<file path="src/rtl/rv32_pkg.sv">
// Shared RV32 integer-core definitions used by the writeback arbiter.
//   XLEN       : data width of a writeback value
//   NREG       : number of architectural registers
//   REG_IDX_W  : width of a register index
//   X0         : index of the hardwired-zero register
//   wb_src_t   : which requester produced an output-stage write
package rv32_pkg;

  localparam int XLEN      = 32;
  localparam int NREG      = 32;
  localparam int REG_IDX_W = $clog2(NREG);

  localparam logic [REG_IDX_W-1:0] X0 = '0;

  typedef enum logic {
    SRC_A = 1'b0,
    SRC_B = 1'b1
  } wb_src_t;

endpackage

</file>
<file path="src/rtl/regfile_wb_arbiter_if.sv">
// Writeback request bus carrying both requesters' valid/ready handshakes.
//   a_valid/a_rd/a_data : ALU request, a_ready returned by the arbiter
//   b_valid/b_rd/b_data : LSU/MDU request, b_ready returned by the arbiter
// master modport : the requesters' side
// slave  modport : the arbiter's side
interface regfile_wb_arbiter_if
  import rv32_pkg::*;
#(
  parameter int XLEN = rv32_pkg::XLEN
);

  logic                 a_valid;
  logic [REG_IDX_W-1:0] a_rd;
  logic [XLEN-1:0]      a_data;
  logic                 a_ready;

  logic                 b_valid;
  logic [REG_IDX_W-1:0] b_rd;
  logic [XLEN-1:0]      b_data;
  logic                 b_ready;

  modport master (
    output a_valid, a_rd, a_data,
    output b_valid, b_rd, b_data,
    input  a_ready, b_ready
  );

  modport slave (
    input  a_valid, a_rd, a_data,
    input  b_valid, b_rd, b_data,
    output a_ready, b_ready
  );

endinterface

</file>
<file path="src/rtl/wb_rr_arb2.sv">
// Two-input arbiter for the register-file write port.
//   clk, rst_n     : clock, asynchronous active-low reset
//   a_req, b_req   : request lines (the requesters' valids)
//   a_gnt, b_gnt   : one-hot grant, combinational from requests and pointer
// RR_EN=1 alternates on a tie; RR_EN=0 always favours A. The pointer
// remembers the last winner and resets to B so A wins the first tie.
module wb_rr_arb2
  import rv32_pkg::*;
#(
  parameter int RR_EN = 1
) (
  input  logic clk,
  input  logic rst_n,
  input  logic a_req,
  input  logic b_req,
  output logic a_gnt,
  output logic b_gnt
);

  wb_src_t last_q, last_d;

  always_comb begin
    // NOTE: every output gets a default before any branch; a path that
    // leaves a combinational signal unassigned would infer a latch.
    a_gnt  = 1'b0;
    b_gnt  = 1'b0;
    last_d = last_q;

    if (a_req && b_req) begin
      if ((RR_EN != 0) && (last_q == SRC_A)) b_gnt = 1'b1;
      else                                   a_gnt = 1'b1;
    end else begin
      a_gnt = a_req;
      b_gnt = b_req;
    end

    if (a_gnt)      last_d = SRC_A;
    else if (b_gnt) last_d = SRC_B;
  end

  // NOTE: state flops use non-blocking assignments so every flop samples
  // its pre-edge inputs regardless of process ordering.
  always_ff @(posedge clk or negedge rst_n) begin
    if (!rst_n) last_q <= SRC_B;
    else        last_q <= last_d;
  end

endmodule

</file>
<file path="src/rtl/regfile_wb_arbiter.sv">
// Register-file writeback arbiter with long-latency scoreboard.
//   clk, rst_n            : clock, asynchronous active-low reset
//   wb (slave)            : A (ALU) and B (LSU/MDU) writeback handshakes
//   iss_valid, iss_rd     : long-latency issue, marks iss_rd outstanding
//   chk_rs1/chk_rs2/chk_rd: decode operands checked for RAW/WAW
//   hazard                : combinational stall request to decode
//   reg_write/write_reg/write_data : registered register-file write port
//   err_waw               : sticky, issue to an already-outstanding register
module regfile_wb_arbiter
  import rv32_pkg::*;
#(
  parameter int XLEN  = rv32_pkg::XLEN,
  parameter int NREG  = rv32_pkg::NREG,
  parameter int RR_EN = 1
) (
  input  logic                 clk,
  input  logic                 rst_n,
  regfile_wb_arbiter_if.slave  wb,
  input  logic                 iss_valid,
  input  logic [REG_IDX_W-1:0] iss_rd,
  input  logic [REG_IDX_W-1:0] chk_rs1,
  input  logic [REG_IDX_W-1:0] chk_rs2,
  input  logic [REG_IDX_W-1:0] chk_rd,
  output logic                 hazard,
  output logic                 reg_write,
  output logic [REG_IDX_W-1:0] write_reg,
  output logic [XLEN-1:0]      write_data,
  output logic                 err_waw
);

  // ---------------------------------------------------------------- arbiter
  logic a_gnt, b_gnt;

  wb_rr_arb2 #(.RR_EN(RR_EN)) u_arb (
    .clk   (clk),
    .rst_n (rst_n),
    .a_req (wb.a_valid),
    .b_req (wb.b_valid),
    .a_gnt (a_gnt),
    .b_gnt (b_gnt)
  );

  assign wb.a_ready = a_gnt;
  assign wb.b_ready = b_gnt;

  // ----------------------------------------------------------- output stage
  logic                 reg_write_q,  reg_write_d;
  logic [REG_IDX_W-1:0] write_reg_q,  write_reg_d;
  logic [XLEN-1:0]      write_data_q, write_data_d;
  wb_src_t              src_q,        src_d;

  // A grant to x0 is consumed but never reaches the register file.
  always_comb begin
    reg_write_d  = 1'b0;
    write_reg_d  = write_reg_q;
    write_data_d = write_data_q;
    src_d        = src_q;
    if (a_gnt) begin
      reg_write_d  = (wb.a_rd != X0);
      write_reg_d  = wb.a_rd;
      write_data_d = wb.a_data;
      src_d        = SRC_A;
    end else if (b_gnt) begin
      reg_write_d  = (wb.b_rd != X0);
      write_reg_d  = wb.b_rd;
      write_data_d = wb.b_data;
      src_d        = SRC_B;
    end
  end

  // ------------------------------------------------------------- scoreboard
  logic [NREG-1:0] sb_q, sb_d;
  logic [NREG-1:0] sb_set, sb_clr;
  logic            err_waw_q, err_waw_d;

  // Set is applied after clear so a same-cycle reissue stays outstanding;
  // an issue only flags WAW when the bit survives this cycle's clear.
  always_comb begin
    sb_set = '0;
    sb_clr = '0;
    if (iss_valid && (iss_rd != X0))        sb_set[iss_rd]      = 1'b1;
    if (reg_write_q && (src_q == SRC_B))    sb_clr[write_reg_q] = 1'b1;
    sb_d      = (sb_q & ~sb_clr) | sb_set;
    sb_d[0]   = 1'b0;
    err_waw_d = err_waw_q | (|(sb_set & sb_q & ~sb_clr));
  end

  // ------------------------------------------------------------------ flops
  // NOTE: the scoreboard is a plain flop vector, not a RAM, so it is reset
  // with everything else; stale busy bits must not survive a reset.
  always_ff @(posedge clk or negedge rst_n) begin
    if (!rst_n) begin
      reg_write_q  <= 1'b0;
      write_reg_q  <= X0;
      write_data_q <= '0;
      src_q        <= SRC_A;
      sb_q         <= '0;
      err_waw_q    <= 1'b0;
    end else begin
      reg_write_q  <= reg_write_d;
      write_reg_q  <= write_reg_d;
      write_data_q <= write_data_d;
      src_q        <= src_d;
      sb_q         <= sb_d;
      err_waw_q    <= err_waw_d;
    end
  end

  // ----------------------------------------------------------------- hazard
  // The write being presented this cycle is not yet readable from the
  // register file, so a matching source must also stall. sb_q[0] is always
  // clear and write_reg_q==0 never writes, so x0 never raises a hazard.
  logic wr_inflight_hit;

  assign wr_inflight_hit = reg_write_q && (write_reg_q != X0) &&
                           ((write_reg_q == chk_rs1) || (write_reg_q == chk_rs2));

  assign hazard     = sb_q[chk_rs1] | sb_q[chk_rs2] | sb_q[chk_rd] | wr_inflight_hit;
  assign reg_write  = reg_write_q;
  assign write_reg  = write_reg_q;
  assign write_data = write_data_q;
  assign err_waw    = err_waw_q;

endmodule

</file>
<file path="src/flat_wrapper.sv">
// flat-port wrapper written by rule: the top's interface ports become plain ports
module regfile_wb_arbiter_flat import rv32_pkg::*;
#(
  parameter int XLEN  = rv32_pkg::XLEN,
  parameter int NREG  = rv32_pkg::NREG,
  parameter int RR_EN = 1
)
  (clk, rst_n, iss_valid, iss_rd, chk_rs1, chk_rs2, chk_rd, hazard, reg_write, write_reg, write_data, err_waw, wb_a_valid, wb_a_rd, wb_a_data, wb_b_valid, wb_b_rd, wb_b_data, wb_a_ready, wb_b_ready);
  regfile_wb_arbiter_if #(.XLEN(XLEN)) wb_i ();
  input  logic clk;
  input  logic rst_n;
  input  logic iss_valid;
  input  logic [REG_IDX_W-1:0] iss_rd;
  input  logic [REG_IDX_W-1:0] chk_rs1;
  input  logic [REG_IDX_W-1:0] chk_rs2;
  input  logic [REG_IDX_W-1:0] chk_rd;
  output logic hazard;
  output logic reg_write;
  output logic [REG_IDX_W-1:0] write_reg;
  output logic [XLEN-1:0] write_data;
  output logic err_waw;
  input wire logic [$bits(wb_i.a_valid)-1:0] wb_a_valid;
  input wire logic [$bits(wb_i.a_rd)-1:0] wb_a_rd;
  input wire logic [$bits(wb_i.a_data)-1:0] wb_a_data;
  input wire logic [$bits(wb_i.b_valid)-1:0] wb_b_valid;
  input wire logic [$bits(wb_i.b_rd)-1:0] wb_b_rd;
  input wire logic [$bits(wb_i.b_data)-1:0] wb_b_data;
  output wire logic [$bits(wb_i.a_ready)-1:0] wb_a_ready;
  output wire logic [$bits(wb_i.b_ready)-1:0] wb_b_ready;
  assign wb_i.a_valid = wb_a_valid;
  assign wb_i.a_rd = wb_a_rd;
  assign wb_i.a_data = wb_a_data;
  assign wb_i.b_valid = wb_b_valid;
  assign wb_i.b_rd = wb_b_rd;
  assign wb_i.b_data = wb_b_data;
  assign wb_a_ready = wb_i.a_ready;
  assign wb_b_ready = wb_i.b_ready;
  regfile_wb_arbiter #(.XLEN(XLEN), .NREG(NREG), .RR_EN(RR_EN)) u_core (.clk(clk), .rst_n(rst_n), .wb(wb_i), .iss_valid(iss_valid), .iss_rd(iss_rd), .chk_rs1(chk_rs1), .chk_rs2(chk_rs2), .chk_rd(chk_rd), .hazard(hazard), .reg_write(reg_write), .write_reg(write_reg), .write_data(write_data), .err_waw(err_waw));
endmodule
</file>
<file path="config.mk">
export PLATFORM = sky130hd
export DESIGN_NAME = regfile_wb_arbiter_flat
export DESIGN_NICKNAME = d
export VERILOG_FILES = /design/src/rtl/rv32_pkg.sv /design/src/rtl/regfile_wb_arbiter_if.sv /design/src/rtl/wb_rr_arb2.sv /design/src/rtl/regfile_wb_arbiter.sv /design/src/flat_wrapper.sv
export SDC_FILE = /design/constraint.sdc
export NUM_CORES = 1
export LEC_CHECK = 0
export ABC_AREA = 1
export CAP_MARGIN = 15
export CORE_MARGIN = 4
export CORE_UTILIZATION = 47
export DETAILED_ROUTE_END_ITERATION = 8
export GPL_ROUTABILITY_DRIVEN = 0
export PLACE_DENSITY_LB_ADDON = 0.1
export SLEW_MARGIN = 20
export SYNTH_ARGS = -nofsm -noshare
export SYNTH_HDL_FRONTEND = slang
export SYNTH_SLANG_ARGS = --single-unit
</file>
<file path="constraint.sdc">
create_clock -name clk -period 2.1 [get_ports clk]
set_clock_uncertainty 0.05 [all_clocks]
set_input_delay 0.21 -clock clk [delete_from_list [all_inputs] [get_ports clk]]
set_output_delay 0.21 -clock clk [all_outputs]
set_load 0.005 [all_outputs]
</file>
After elaboration in Yosys (flattened, before gate mapping)
Index checks and enable logic that the tools add are counted.
{ "word_totals": {"output_inout_bits": 42, "input_bits": 99, "ff_bits": 72, "wordCells": 63} }
{ "classes": {"n_eq_ne": 2, "bitwise": 9, "magnitude_cmp": 7, "n_reduce_logical": 14, "n_mux": 24} }
{ "op_table": {"columns": ["operator", "count"], "rows": [
  ["$mux W32", 4],
  ["$and A32 B32 Y32", 3],
  ["$not A32 Y32", 1],
  ["$or A32 B32 Y32", 1],
  ["$reduce_or A32 Y1", 1],
  ["$lt A5 B6 Y1 const B", 5],
  ["$reduce_bool A5 Y1", 4],
  ["$bmux W1 S5", 3],
  ["$mux W1", 13],
  ["$demux W1 S5", 2],
  ["$eq A5 B5 Y1", 2],
  ["$ge A5 B1 Y1 const B", 2],
  ["$mux W5", 2],
  ["$logic_and A1 B1 Y1", 7],
  ["$or A1 B1 Y1", 4],
  ["$reduce_bool A2 Y1", 1],
  ["$logic_or A1 B1 Y1", 1]
]} }

Depth between registers and ports, before layout
{ "logic_depth": {"ltp_word": 9, "ltp_mapped": 12, "depth_no_buf": 10} }

Modules after synthesis
Synthesis repeated with hierarchy kept, for this count alone.
{ "hier_totals": {"cells_unflattened": 751, "hier_area_um2": 4738.3} }
{ "modules_own_cells": {"columns": ["mod", "cells_per_inst", "seq_area_each_um2", "area_each_um2", "n_inst"], "rows": [
  ["regfile_wb_arbiter", 740, 1776.7, 4673.2, 1],
  ["wb_rr_arb2", 11, 26.3, 65.1, 1]
]} }

Worst setup path after synthesis
Ideal clock, no wire load.
{ "synth_timing": {"path_type": "flip-flop to output port", "from": "register u_core.write_reg_q[2], in the netlist u_core.write_reg[2]", "to": "output port hazard", "required_ns": 1.840, "arrival_time_ns": 1.288, "path_buffers": 1, "setup_slack_ns": 0.552, "path_stages_with_launch": 10, "path_cell_list": "dfrtp_1 -> buf_2 -> nor3_1 -> nand3_1 -> nand2_1 -> inv_1 -> nand2_1 -> nand2_1 -> nor2_1 -> nand2_1"} }
{ "synth_between": {"elab_chain_cells": 4, "elab_cells_between_ends": 7, "classes_between": "2 x eq/ne; 1 x bitwise; 4 x reduce/logical"} }
{ "synth_rtl": {"columns": ["item", "line", "text"], "rows": [
  ["start, declared", "regfile_wb_arbiter.sv:48", "logic [REG_IDX_W-1:0] write_reg_q, write_reg_d;"],
  ["start signal, assigned", "regfile_wb_arbiter.sv:101", "write_reg_q <= write_reg_d;"],
  ["$eq A5 B5 Y1 or $reduce_bool A5 Y1 (tied branches)", "regfile_wb_arbiter.sv:116, regfile_wb_arbiter.sv:115", null],
  ["$logic_or A1 B1 Y1 or $logic_and A1 B1 Y1 (tied branches)", "regfile_wb_arbiter.sv:116, regfile_wb_arbiter.sv:115", null],
  ["$logic_and A1 B1 Y1 (*)", "regfile_wb_arbiter.sv:115", "assign wr_inflight_hit = reg_write_q && (write_reg_q != X0) &&"],
  ["$or A1 B1 Y1 (*)", "regfile_wb_arbiter.sv:118", "assign hazard = sb_q[chk_rs1] | sb_q[chk_rs2] | sb_q[chk_rd] | wr_inflight_hit;"],
  ["end, declared", "flat_wrapper.sv:17", "output logic hazard;"]
]} }
Mark *: on every way between the ends. The rest lies on a longest branch, timed or not.

Worst setup path after layout
{ "layout_timing": {"from": "register u_core.u_arb.last_q", "to": "output port wb_a_ready"} }
{ "layout_between": {"elab_chain_cells": 2} }
{ "layout_rtl": {"columns": ["item", "line", "text"], "rows": [
  ["start, declared", "wb_rr_arb2.sv:20", "wb_src_t last_q, last_d;"],
  ["start signal, assigned", "wb_rr_arb2.sv:45", "else last_q <= last_d;"],
  ["$mux W1", "wb_rr_arb2.sv:30", "if ((RR_EN != 0) && (last_q == SRC_A)) b_gnt = 1'b1;"],
  ["$mux W1", "wb_rr_arb2.sv:29", "if (a_req && b_req) begin"],
  ["end, declared", "flat_wrapper.sv:28", "output wire logic [$bits(wb_i.a_ready)-1:0] wb_a_ready;"]
]} }
No other way between the ends.

==> impl_results.md <==
* Clock root buffer: clkbuf_8
* Die W at 109 um
* Ys Warns at 0
* Sw Ratio at 0.396
* Synth top area share at 0.369
* Total chip power at 5.19 mW
* Initial antenna violation count at 0
* Max cap viols at 0
* Placement Rows at 36
* R2R Setup Slk at 0.16 ns
* CTS tree: built
* DRT antenna net count at 0
* Starting density of the core at 0.488
* Slowest CP cell: dfstp_2
* Die footprint at 11900 um^2
* Register area share after synthesis at 0.374
* # H-tree levels at 3
* Core Area at 9860 um^2
* Final hold violation count at 0
* FMAX at 0.495 GHz
* Critical path class: reg -> out
* Commonest cells post-synth: nand2_1 (258), nand3_1 (102), nor2_1 (98), dfrtp_1 (71), inv_1 (50)
* Post-route minimum period at 2.02 ns
* Largest net degree at the start of global routing at 73
* Flop pwr share at 0.396
* Filler cells at 813
* Number of cells in the finished layout apart from fillers at 1049
* Instance count on the critical path at 4
* Power share of the clock group at 0.199
* TritonCTS buffer count at 9
* CTS Buffer Depth at 2
* Hold Path Class: in -> async
* Number of synthesized flops with an enable pin at 0
* Hpwl dp at 12200 um
* Top Ports at 141
* Async S/R FF share, synth at 1.00
* Slew HR at 0.597
* Comb pwr share at 0.405
* Total GRT Usage at 0.285
* Primary FF master, synth: dfrtp_1
* Worst-margin pin slew at 0.605 ns
* Top cell family by delay on the critical path: buffers and inverters
* Final nets at 1010
* Utilization after layout at 0.699
* Worst Path Max Fanout at 4
* Setup slack after layout at 0.0802 ns
* FF-to-FF path depth at 10
* Critical path required time at 1.84 ns
* Slew Viols, Final at 0
* Post-DP Area at 6590 um^2
* Chip height at 109 um
* Int Pwr at 3.13 mW
* CP Cell Sequence: inv_1, a21oi_4, buf_4, clkdlybuf4s50_1
* CP Capture Type: output port
* Fin Hold WS at 0.362 ns
* Startpoint types: register
* Area taken by multi-input logic gates at 2680 um^2
* Net Sw Power at 2.06 mW
* Post-Route WL at 16400 um
* Clock Latency Late Sink at 0.35 ns
* # DRC at 0
* Synth area leaders: dfrtp_1 (37%), nand2_1 (20%), nand3_1 (11%)
* Vias in the first global route at 5382
* IO Port Bufs at 140
* Drt wl/cell at 15.7 um
* Max reg flops at 32
* Cell Pwr Density at 753 nW/um^2
* Clk sinks at 72
* Worst reg2reg path endpoint: u_core.err_waw$_DFF_PN0_
* Syn avg cell area at 6.41 um^2
* Pre-CTS WS at -0.248 ns
* Synth Net Count at 850
* Post-route cell area at 6900 um^2
* Arrival time at the worst endpoint at 1.76 ns
* First-pass GRT wire length at 26400 um
* Outcome: finished clean
* Sum Neg Setup Slack at 0 ns
* Layout cell share with drive strength beyond 1 at 0.117
* DRT Pass-1 Iters at 6
* Worst VDD drop at 0.605 mV
* Yosys top cell by area: dfrtp_1
* Placed cells at 1026
* Drt initial violations at 632
* Area grow syn2layout at 43.2%
* Synth Instances at 751
* Worst R2R Start: u_core.write_reg[2]$_DFFE_PN0P_
* Storage cell area at 1810 um^2
* Vias/cell at 5.43
* Grt total ovfl at 0
* Fin crit share at 0.962
* Lkg Pwr at 3.21 nW
* Most common cell in the netlist: nand2_1
* Buf+Inv Stages, Crit Path at 3
* Final setup fails at 0
* Synth unique cells at 25
* Mapped cell area at 4820 um^2
* # diodes at 0
* Clock Pin Slew Worst Setup and Hold Paths at 0.07 ns
* DR vias at 5701
* #FFs+latches synth at 72
* CP peak stage delay at 0.52 ns
==> metal layers <==
layer / vias to the layer above / track usage / wire (um) / share of wire
met5: - / 0 / 0 / 0
met4: 0 / 0.130 / 739 / 0.045
met3: 65 / 0.0989 / 1920 / 0.12
met2: 331 / 0.447 / 7610 / 0.46
met1: 2544 / 0.354 / 6180 / 0.38
li1: 2761 / - / - / -
==> placed cells by master, fill, tap and decap left out, types with 12 or more instances in the layout <==
cell and instances:
inv_1 30, o21ai_1 28, buf_4 33, nand3_1 101
clkdlybuf4s50_1 135, dfrtp_1 69, inv_2 30, nor3_1 21
nor2_1 96, nand2_1 255, o21ai_0 15, o31ai_1 32
clkbuf_8 12
==> what timing repair did <==
item,CTS,global route
hold buffers,1,0
hold endpoints to repair,71,0
buffers inserted,3,2
resized for setup,24,17
cloned,1,0
setup endpoints to repair,1,3
pin swaps,1,8
==> final cells by class <==
cell class                 count  share of cell area
inverter                      64              0.0366
sequential                    72               0.262
tap                          133              0.0241
clock inverter                 3             0.00218
multi-input combinational    582               0.388
clock buffer                  13              0.0245
timing repair buffer         182               0.263
==> power by group through the flow <==
stage / sequential [mW] / combinational (mW) / clock, mW
2_1_floorplan: 1.96 / 1.09 / 0
3_3_place_gp: 2.02 / 1.96 / 0
3_5_place_dp: 2.03 / 2.01 / 0
4_1_cts: 2.03 / 2.04 / 1.05
5_1_grt: 2.09 / 2.32 / 1.13
6_report: 2.06 / 2.10 / 1.03
==> how the worst max path moves through the flow <==
| stage | from | to | slack, ns |
|---|---|---|---|
| after floorplan | u_core.write_reg[2]$_DFFE_PN0P_ | hazard | 0.55 |
| after global placement | chk_rs2[0] | hazard | -0.24 |
| after detailed placement | chk_rs2[0] | hazard | -0.25 |
| after CTS | chk_rs2[0] | hazard | 0.003 |
| after global routing | u_core.u_arb.last_q$_DFFE_PN1P_ | wb_b_ready | -0.003 |
| final | u_core.u_arb.last_q$_DFFE_PN1P_ | wb_a_ready | 0.08 |
==> worst min-delay path, delay by kind of cell <==
kind | cells | cell delay [ns]
buffers and inverters | 3 | 0.96
==> logic make-up (layout without fill, tap and decap cells) <==
logic type / after synthesis / in the layout / synth area share
AND/OR/NAND/NOR: 487 / 487 / 0.423
buffers and inverters: 97 / 262 / 0.0782
AO/OA/AOI/OAI: 87 / 87 / 0.110
flip-flops: 72 / 72 / 0.374
XOR/XNOR: 8 / 8 / 0.0145
Note: power is estimated with default switching activity, not from simulation.
